`config.mk`:
```
export PLATFORM = sky130hd
export DESIGN_NAME = uart_rx_cfg_flat
export DESIGN_NICKNAME = d
export VERILOG_FILES = /design/src/rtl/uart_rx_cfg_if.sv /design/src/rtl/uart_rx_cfg.sv /design/src/flat_wrapper.sv
export SDC_FILE = /design/constraint.sdc
export NUM_CORES = 1
export LEC_CHECK = 0
export BUFFER_PORTS_ARGS = -buffer_cell sky130_fd_sc_hd__buf_2
export CORE_MARGIN = 10
export CORE_UTILIZATION = 48
export DETAILED_ROUTE_END_ITERATION = 10
export PLACE_DENSITY = 0.66
export SLEW_MARGIN = 5
export SYNTH_ARGS = -nofsm -noshare
export SYNTH_HDL_FRONTEND = slang
export SYNTH_SLANG_ARGS = --single-unit
```
`constraint.sdc`:
```
create_clock -name i_Clock -period 2.2 [get_ports i_Clock]
set_clock_uncertainty 0.2 [all_clocks]
set_input_delay 0.44 -clock i_Clock [delete_from_list [all_inputs] [get_ports i_Clock]]
set_output_delay 0.44 -clock i_Clock [all_outputs]
set_load 0.05 [all_outputs]
```
`src/rtl/uart_rx_cfg_if.sv`:
```
// Ready/valid holding-register bus between the UART receiver (master) and its consumer (slave).
interface uart_rx_cfg_if #(
  parameter int unsigned DATA_BITS = 8
);
  logic [DATA_BITS-1:0] o_RX_Data;
  logic                 o_RX_Valid;
  logic                 i_RX_Ready;
  logic                 o_Parity_Err;
  logic                 o_Frame_Err;

  modport master (
    output o_RX_Data,
    output o_RX_Valid,
    output o_Parity_Err,
    output o_Frame_Err,
    input  i_RX_Ready
  );

  modport slave (
    input  o_RX_Data,
    input  o_RX_Valid,
    input  o_Parity_Err,
    input  o_Frame_Err,
    output i_RX_Ready
  );
endinterface

```
`src/rtl/uart_rx_cfg.sv`:
```
// Configurable UART receiver: 5..9 data bits, none/even/odd parity, 1 or 2 stop bits,
// three-sample majority vote per bit and a one-entry ready/valid holding register.
module uart_rx_cfg #(
  parameter int unsigned CLKS_PER_BIT = 217,
  parameter int unsigned DATA_BITS    = 8,
  parameter int unsigned PARITY       = 0,
  parameter int unsigned STOP_BITS    = 1
) (
  input  logic          i_Clock,
  input  logic          i_Rst,
  input  logic          i_RX_Serial,
  uart_rx_cfg_if.master rx_bus,
  output logic          o_Overrun,
  output logic          o_Busy
);
  localparam int unsigned CW = $clog2(CLKS_PER_BIT);
  localparam int unsigned H  = (CLKS_PER_BIT - 1) / 2;

  localparam logic [CW-1:0] C_HM1  = CW'(H - 1);
  localparam logic [CW-1:0] C_H    = CW'(H);
  localparam logic [CW-1:0] C_HP1  = CW'(H + 1);
  localparam logic [CW-1:0] C_LAST = CW'(CLKS_PER_BIT - 1);
  localparam logic [3:0]    D_LAST = 4'(DATA_BITS - 1);
  localparam logic [3:0]    S_LAST = 4'(STOP_BITS - 1);
  localparam logic          ODD    = 1'(PARITY == 2);

  typedef enum logic [2:0] {
    S_LINE_WAIT,
    S_IDLE,
    S_START,
    S_DATA,
    S_PAR,
    S_STOP
  } state_t;

  state_t               state_q;
  logic [1:0]           sync_q;
  logic [CW-1:0]        cnt_q;
  logic [3:0]           idx_q;
  logic                 smp0_q;
  logic                 smp1_q;
  logic [DATA_BITS-1:0] shift_q;
  logic                 par_pend_q;
  logic                 frm_pend_q;
  logic [DATA_BITS-1:0] data_q;
  logic                 valid_q;
  logic                 perr_q;
  logic                 ferr_q;
  logic                 ovr_q;
  logic                 busy_q;

  logic line_c;
  logic vote_c;
  logic vote_edge_c;
  logic take_c;
  logic exp_par_c;

  assign line_c      = sync_q[1];
  assign vote_c      = (smp0_q & smp1_q) | (smp0_q & line_c) | (smp1_q & line_c);
  assign vote_edge_c = (cnt_q == C_HP1);
  assign take_c      = valid_q & rx_bus.i_RX_Ready;
  assign exp_par_c   = (^shift_q) ^ ODD;

  always_ff @(posedge i_Clock) begin
    if (i_Rst) begin
      state_q    <= S_LINE_WAIT;
      sync_q     <= 2'b11;
      cnt_q      <= '0;
      idx_q      <= '0;
      smp0_q     <= 1'b1;
      smp1_q     <= 1'b1;
      shift_q    <= '0;
      par_pend_q <= 1'b0;
      frm_pend_q <= 1'b0;
      data_q     <= '0;
      valid_q    <= 1'b0;
      perr_q     <= 1'b0;
      ferr_q     <= 1'b0;
      ovr_q      <= 1'b0;
      busy_q     <= 1'b0;
    end else begin
      sync_q <= {sync_q[0], i_RX_Serial};
      ovr_q  <= 1'b0;
      cnt_q  <= (cnt_q == C_LAST) ? '0 : cnt_q + CW'(1);
      if (take_c) valid_q <= 1'b0;
      // The first two vote samples; the third is the live line at the vote edge.
      if (cnt_q == C_HM1) smp0_q <= line_c;
      if (cnt_q == C_H)   smp1_q <= line_c;

      case (state_q)
        S_LINE_WAIT: begin
          busy_q <= ~line_c;
          if (line_c) state_q <= S_IDLE;
        end
        S_IDLE: begin
          cnt_q <= '0;
          if (!line_c) begin
            state_q    <= S_START;
            busy_q     <= 1'b1;
            par_pend_q <= 1'b0;
            frm_pend_q <= 1'b0;
          end
        end
        S_START: begin
          if (vote_edge_c && vote_c) begin
            state_q <= S_IDLE;
            busy_q  <= 1'b0;
          end else if (cnt_q == C_LAST) begin
            state_q <= S_DATA;
            idx_q   <= '0;
          end
        end
        S_DATA: begin
          if (vote_edge_c) shift_q <= {vote_c, shift_q[DATA_BITS-1:1]};
          if (cnt_q == C_LAST) begin
            idx_q <= idx_q + 4'd1;
            if (idx_q == D_LAST) begin
              state_q <= (PARITY != 0) ? S_PAR : S_STOP;
              idx_q   <= '0;
            end
          end
        end
        S_PAR: begin
          if (vote_edge_c) par_pend_q <= vote_c ^ exp_par_c;
          if (cnt_q == C_LAST) begin
            state_q <= S_STOP;
            idx_q   <= '0;
          end
        end
        S_STOP: begin
          if (vote_edge_c) begin
            if (!vote_c) frm_pend_q <= 1'b1;
            // Final stop bit completes the frame at its centre so back-to-back starts are caught.
            if (idx_q == S_LAST) begin
              state_q <= vote_c ? S_IDLE : S_LINE_WAIT;
              busy_q  <= ~vote_c;
              if (!valid_q || take_c) begin
                data_q  <= shift_q;
                perr_q  <= par_pend_q;
                ferr_q  <= frm_pend_q | ~vote_c;
                valid_q <= 1'b1;
              end else begin
                ovr_q <= 1'b1;
              end
            end
          end else if (cnt_q == C_LAST) begin
            idx_q <= idx_q + 4'd1;
          end
        end
        default: begin
          state_q <= S_LINE_WAIT;
          busy_q  <= 1'b1;
        end
      endcase
    end
  end

  assign rx_bus.o_RX_Data    = data_q;
  assign rx_bus.o_RX_Valid   = valid_q;
  assign rx_bus.o_Parity_Err = perr_q;
  assign rx_bus.o_Frame_Err  = ferr_q;
  assign o_Overrun           = ovr_q;
  assign o_Busy              = busy_q;
endmodule
```
`src/flat_wrapper.sv`:
```
// flat-port wrapper written by rule: the top's interface ports become plain ports
module uart_rx_cfg_flat 
#(
  parameter int unsigned CLKS_PER_BIT = 217,
  parameter int unsigned DATA_BITS    = 8,
  parameter int unsigned PARITY       = 0,
  parameter int unsigned STOP_BITS    = 1
)
  (i_Clock, i_Rst, i_RX_Serial, o_Overrun, o_Busy, rx_bus_o_RX_Data, rx_bus_o_RX_Valid, rx_bus_o_Parity_Err, rx_bus_o_Frame_Err, rx_bus_i_RX_Ready);
  uart_rx_cfg_if #(.DATA_BITS(DATA_BITS)) rx_bus_i ();
  input  logic i_Clock;
  input  logic i_Rst;
  input  logic i_RX_Serial;
  output logic o_Overrun;
  output logic o_Busy;
  output wire logic [$bits(rx_bus_i.o_RX_Data)-1:0] rx_bus_o_RX_Data;
  output wire logic [$bits(rx_bus_i.o_RX_Valid)-1:0] rx_bus_o_RX_Valid;
  output wire logic [$bits(rx_bus_i.o_Parity_Err)-1:0] rx_bus_o_Parity_Err;
  output wire logic [$bits(rx_bus_i.o_Frame_Err)-1:0] rx_bus_o_Frame_Err;
  input wire logic [$bits(rx_bus_i.i_RX_Ready)-1:0] rx_bus_i_RX_Ready;
  assign rx_bus_o_RX_Data = rx_bus_i.o_RX_Data;
  assign rx_bus_o_RX_Valid = rx_bus_i.o_RX_Valid;
  assign rx_bus_o_Parity_Err = rx_bus_i.o_Parity_Err;
  assign rx_bus_o_Frame_Err = rx_bus_i.o_Frame_Err;
  assign rx_bus_i.i_RX_Ready = rx_bus_i_RX_Ready;
  uart_rx_cfg #(.CLKS_PER_BIT(CLKS_PER_BIT), .DATA_BITS(DATA_BITS), .PARITY(PARITY), .STOP_BITS(STOP_BITS)) u_core (.i_Clock(i_Clock), .i_Rst(i_Rst), .i_RX_Serial(i_RX_Serial), .rx_bus(rx_bus_i), .o_Overrun(o_Overrun), .o_Busy(o_Busy));
endmodule
```
==> flow_summary.yaml <==
status:
  outcome: "finished, final reports clean"
pwr:
  static-leakage-power_nw: 0.9470
  powerDensity_nw_per_um2: 734.7
  seqPwrFrac_pct: 51.5
  p_int_mw: 1.147
  p_sw_mw: 0.5162
  power_frac_clock_pct: 29.9
  max-vdd-ir-drop_v: 0.0005321
  comb_power_share_pct: 18.6
  swShare_pct: 31.04
placement:
  numPortBuffers: 16
  dp_hpwl_mm: 2.729
  dp.cells: 283
  placed_cell_area_um2: 2177
  gp_congestion: 0.8705
route:
  wl_per_cell_um: 13.23
  top_layer: "met4"
  dr_wl_met3_um: 204
  wl_met2_mm: 1.705
  drt_drc_violations_left: 0
  ant_nets: 0
  drt-initial-drc-count: 114
  first_pass_iters: 5
  vias_per_cell: 5.443
  vias: 1584
  wl_mm: 3.850
  wl_met1_mm: 1.812
timing:
  slew_headroom_pct: 56.24
  post-route-period-util_pct: 89.31
  tns_ns: 0
  timing.hold.ws_ns: 0.1184
  fmax_mhz: 509.0
  setup_viol: 0
  slew_viol_final: 0
  worst_pin_slew_ns: 0.6535
  rsz0062_at_grt: "false"
  final_hold_viol_count: 0
  finalCriticalPeriod_ns: 1.965
clock_network:
  post_cts_resized: 0
  cts_buffers: 5
  post_cts_buffers: 0
  cts_tree: "yes"
  cts-root-buf: "clkbuf_8"
  cts.sinks: 42
  clock_tree.buffer_depth: 2
  hold_buffers: 0
  clkSlewWorstSetupHoldPaths_ns: 0.08
  insertion_delay_ns: 0.30
  cts_htree_levels: 2
setup_path:
  reg2reg_depth: 6
  r2r_slack_ns: 0.24
  critical_path_class: "reg -> reg"
  cp-start-kind: "register"
  r2r-end: "u_core.state_q[2]$_SDFFE_PP0P_"
  worstPathArrival_ns: 1.97
  required_ns: 2.21
  worstSetupEndpointType: "register"
  path_max_fanout: 6
  rr_startpoint: "u_core.cnt_q[0]$_SDFF_PP0_"
yosys:
  postSynthCellCount: 217
  yosysMostFrequentCell: "dfxtp_1"
  synth_cell_types: 49
  seq_area_frac_synth_pct: 41.71
  yosysTopAreaCell: "dfxtp_1"
  synthDominantCellAreaShare_pct: 41.71
  synth-main-ff-cell: "dfxtp_1"
  async_flop_share_pct: 0
  synthTopCellsByArea: "dfxtp_1 (42%), mux2i_1 (9.9%), nor2_1 (5.0%), xnor2_1 (3.5%), nand2_1 (3.4%)"
  ys_ff_latch: 42
  yosys-top-cells-count: "dfxtp_1 (42), nor2_1 (27), mux2i_1 (20), nand2_1 (18), xnor2_1 (8)"
  syn-cell-area_um2: 2016
  synth_edf_count: 0
  yosys_warnings: 0
  avgSynthCellArea_um2: 9.289
  synth_fp_nets: 226
floorplanning:
  die_area_um2: 7191
  core_um2: 4029
  die_w_um: 84.80
  die_h_um: 84.80
  io-pin-count: 17
  start_util_pct: 50.03
  rows: 23
layout:
  fin_cells: 291
  drive_gt1_share_pct: 17.84
  nNetsFinal: 249
  fin_area_um2: 2263
  n_antenna_cell: 0
  area_delta_synth_final_pct: 12.29
global_route:
  grt_max_degree: 31
  overflow: 0
  grtUsageTotal_pct: 11.11
  antenna_found_initial: 0
  grt_pass1_wl_mm: 6.775
  grt_pass1_vias: 1534
worst_hold_path:
  min_to: "u_core.sync_q[0]$_SDFF_PP1_"
  worstHoldPathType: "in -> reg"
  hp-start: "i_RX_Serial"
  holdPathStages: 2
job:
  maxCapViolations: 0
## per-layer routing
layer,up-vias,track usage [%]
met5,-,0
met4,0,6.886
met3,11,2.899
met2,40,17.09
met1,730,13.43
li1,803,-
## worst max-delay path by stage
stage | startpoint | endpoint | slack [ns] | depth (start not counted)
detailed placement | u_core.cnt_q[0]$_SDFF_PP0_ | u_core.state_q[2]$_SDFFE_PP0P_ | 0.24 | 6
floorplan | u_core.idx_q[0]$_SDFFE_PP0P_ | u_core.rx_bus.o_Frame_Err$_SDFFE_PP0P_ | 0.29 | 8
finish | u_core.cnt_q[0]$_SDFF_PP0_ | u_core.state_q[2]$_SDFFE_PP0P_ | 0.24 | 6
CTS | u_core.cnt_q[4]$_SDFF_PP0_ | u_core.rx_bus.o_Frame_Err$_SDFFE_PP0P_ | 0.23 | 7
global placement | u_core.cnt_q[4]$_SDFF_PP0_ | u_core.rx_bus.o_Frame_Err$_SDFFE_PP0P_ | 0.23 | 7
global route | u_core.state_q[1]$_SDFFE_PP0P_ | u_core.idx_q[3]$_SDFFE_PP0P_ | 0.03 | 5
## cell usage in the layout, fill, tap and decap left out, types with 2 or more instances in the layout
master,instances
a21boi_0,2
nor2_1,27
inv_1,6
xnor2_1,8
a31oi_1,3
clkbuf_8,5
nand2b_1,5
or3_1,4
mux2i_1,20
nand3_1,7
dfxtp_1,42
nor3b_1,4
nand2_1,18
nand4_1,2
nor2b_1,2
buf_2,16
and3_1,2
xor2_1,6
a21oi_1,7
and4b_1,2
ha_1,5
nor3_1,5
o211ai_1,2
o31ai_1,2
or4_1,2
buf_4,9
or2_2,2
o21ai_0,4
## registers in the layout (all words and copies together) (netlist names)
signal                      cells
u_core.cnt_q                    8
u_core.frm_pend_q               1
u_core.idx_q                    4
u_core.o_Busy                   1
u_core.o_Overrun                1
u_core.par_pend_q               1
u_core.rx_bus.o_Frame_Err       1
u_core.rx_bus.o_Parity_Err      1
u_core.rx_bus.o_RX_Data         8
u_core.rx_bus.o_RX_Valid        1
u_core.shift_q                  8
u_core.smp0_q                   1
u_core.smp1_q                   1
u_core.state_q                  3
u_core.sync_q                   2
## cell type report
class | count | area (um2)
Clock inverter | 2 | 13.76
Fill cell | 378 | 1765
Multi-Input combinational cell | 159 | 1100
Tap cell | 50 | 62.56
Inverter | 7 | 26.28
Clock buffer | 6 | 72.57
Sequential cell | 42 | 840.8
Timing Repair Buffer | 25 | 147.6
## worst max-delay path, stage by stage, from the launching register on
cell and delay (ns):
dfxtp_1 0.42, ha_1 0.21, and4b_1 0.19, a31oi_1 0.12, a211oi_1 0.31, nand2b_1 0.14
o41ai_2 0.29
## per-stage QoR
stage	utilization, %	setup slack [ns]	power [mW]
after floorplan	-	0.2884	1.105
after global placement	54.04	0.2311	1.187
after detailed placement	54.04	0.2374	1.180
after CTS	56.18	0.2320	1.676
after global routing	56.18	0.02929	1.757
final	56.18	0.2352	1.663
## cell families after synthesis
| kind of cell | after synthesis | synth area share (%) |
|---|---|---|
| DFF | 42 | 41.71 |
| buffers and inverters | 16 | 3.724 |
| muxes | 20 | 9.932 |
| xor gates and xnor gates | 14 | 6.083 |
| AOI/OAI and AO/OA | 30 | 11.05 |
| and+or+nand+nor | 89 | 23.71 |
| adders and majority gates | 6 | 3.786 |
## power by group through the flow
stage | combinational, mW | sequential (mW) | clock (mW)
global route | 0.347 | 0.867 | 0.543
finish | 0.309 | 0.856 | 0.498
CTS | 0.308 | 0.856 | 0.512
global placement | 0.313 | 0.874 | 0
detailed placement | 0.307 | 0.874 | 0
floorplan | 0.237 | 0.868 | 0
Power figures use the tool's default switching activity.
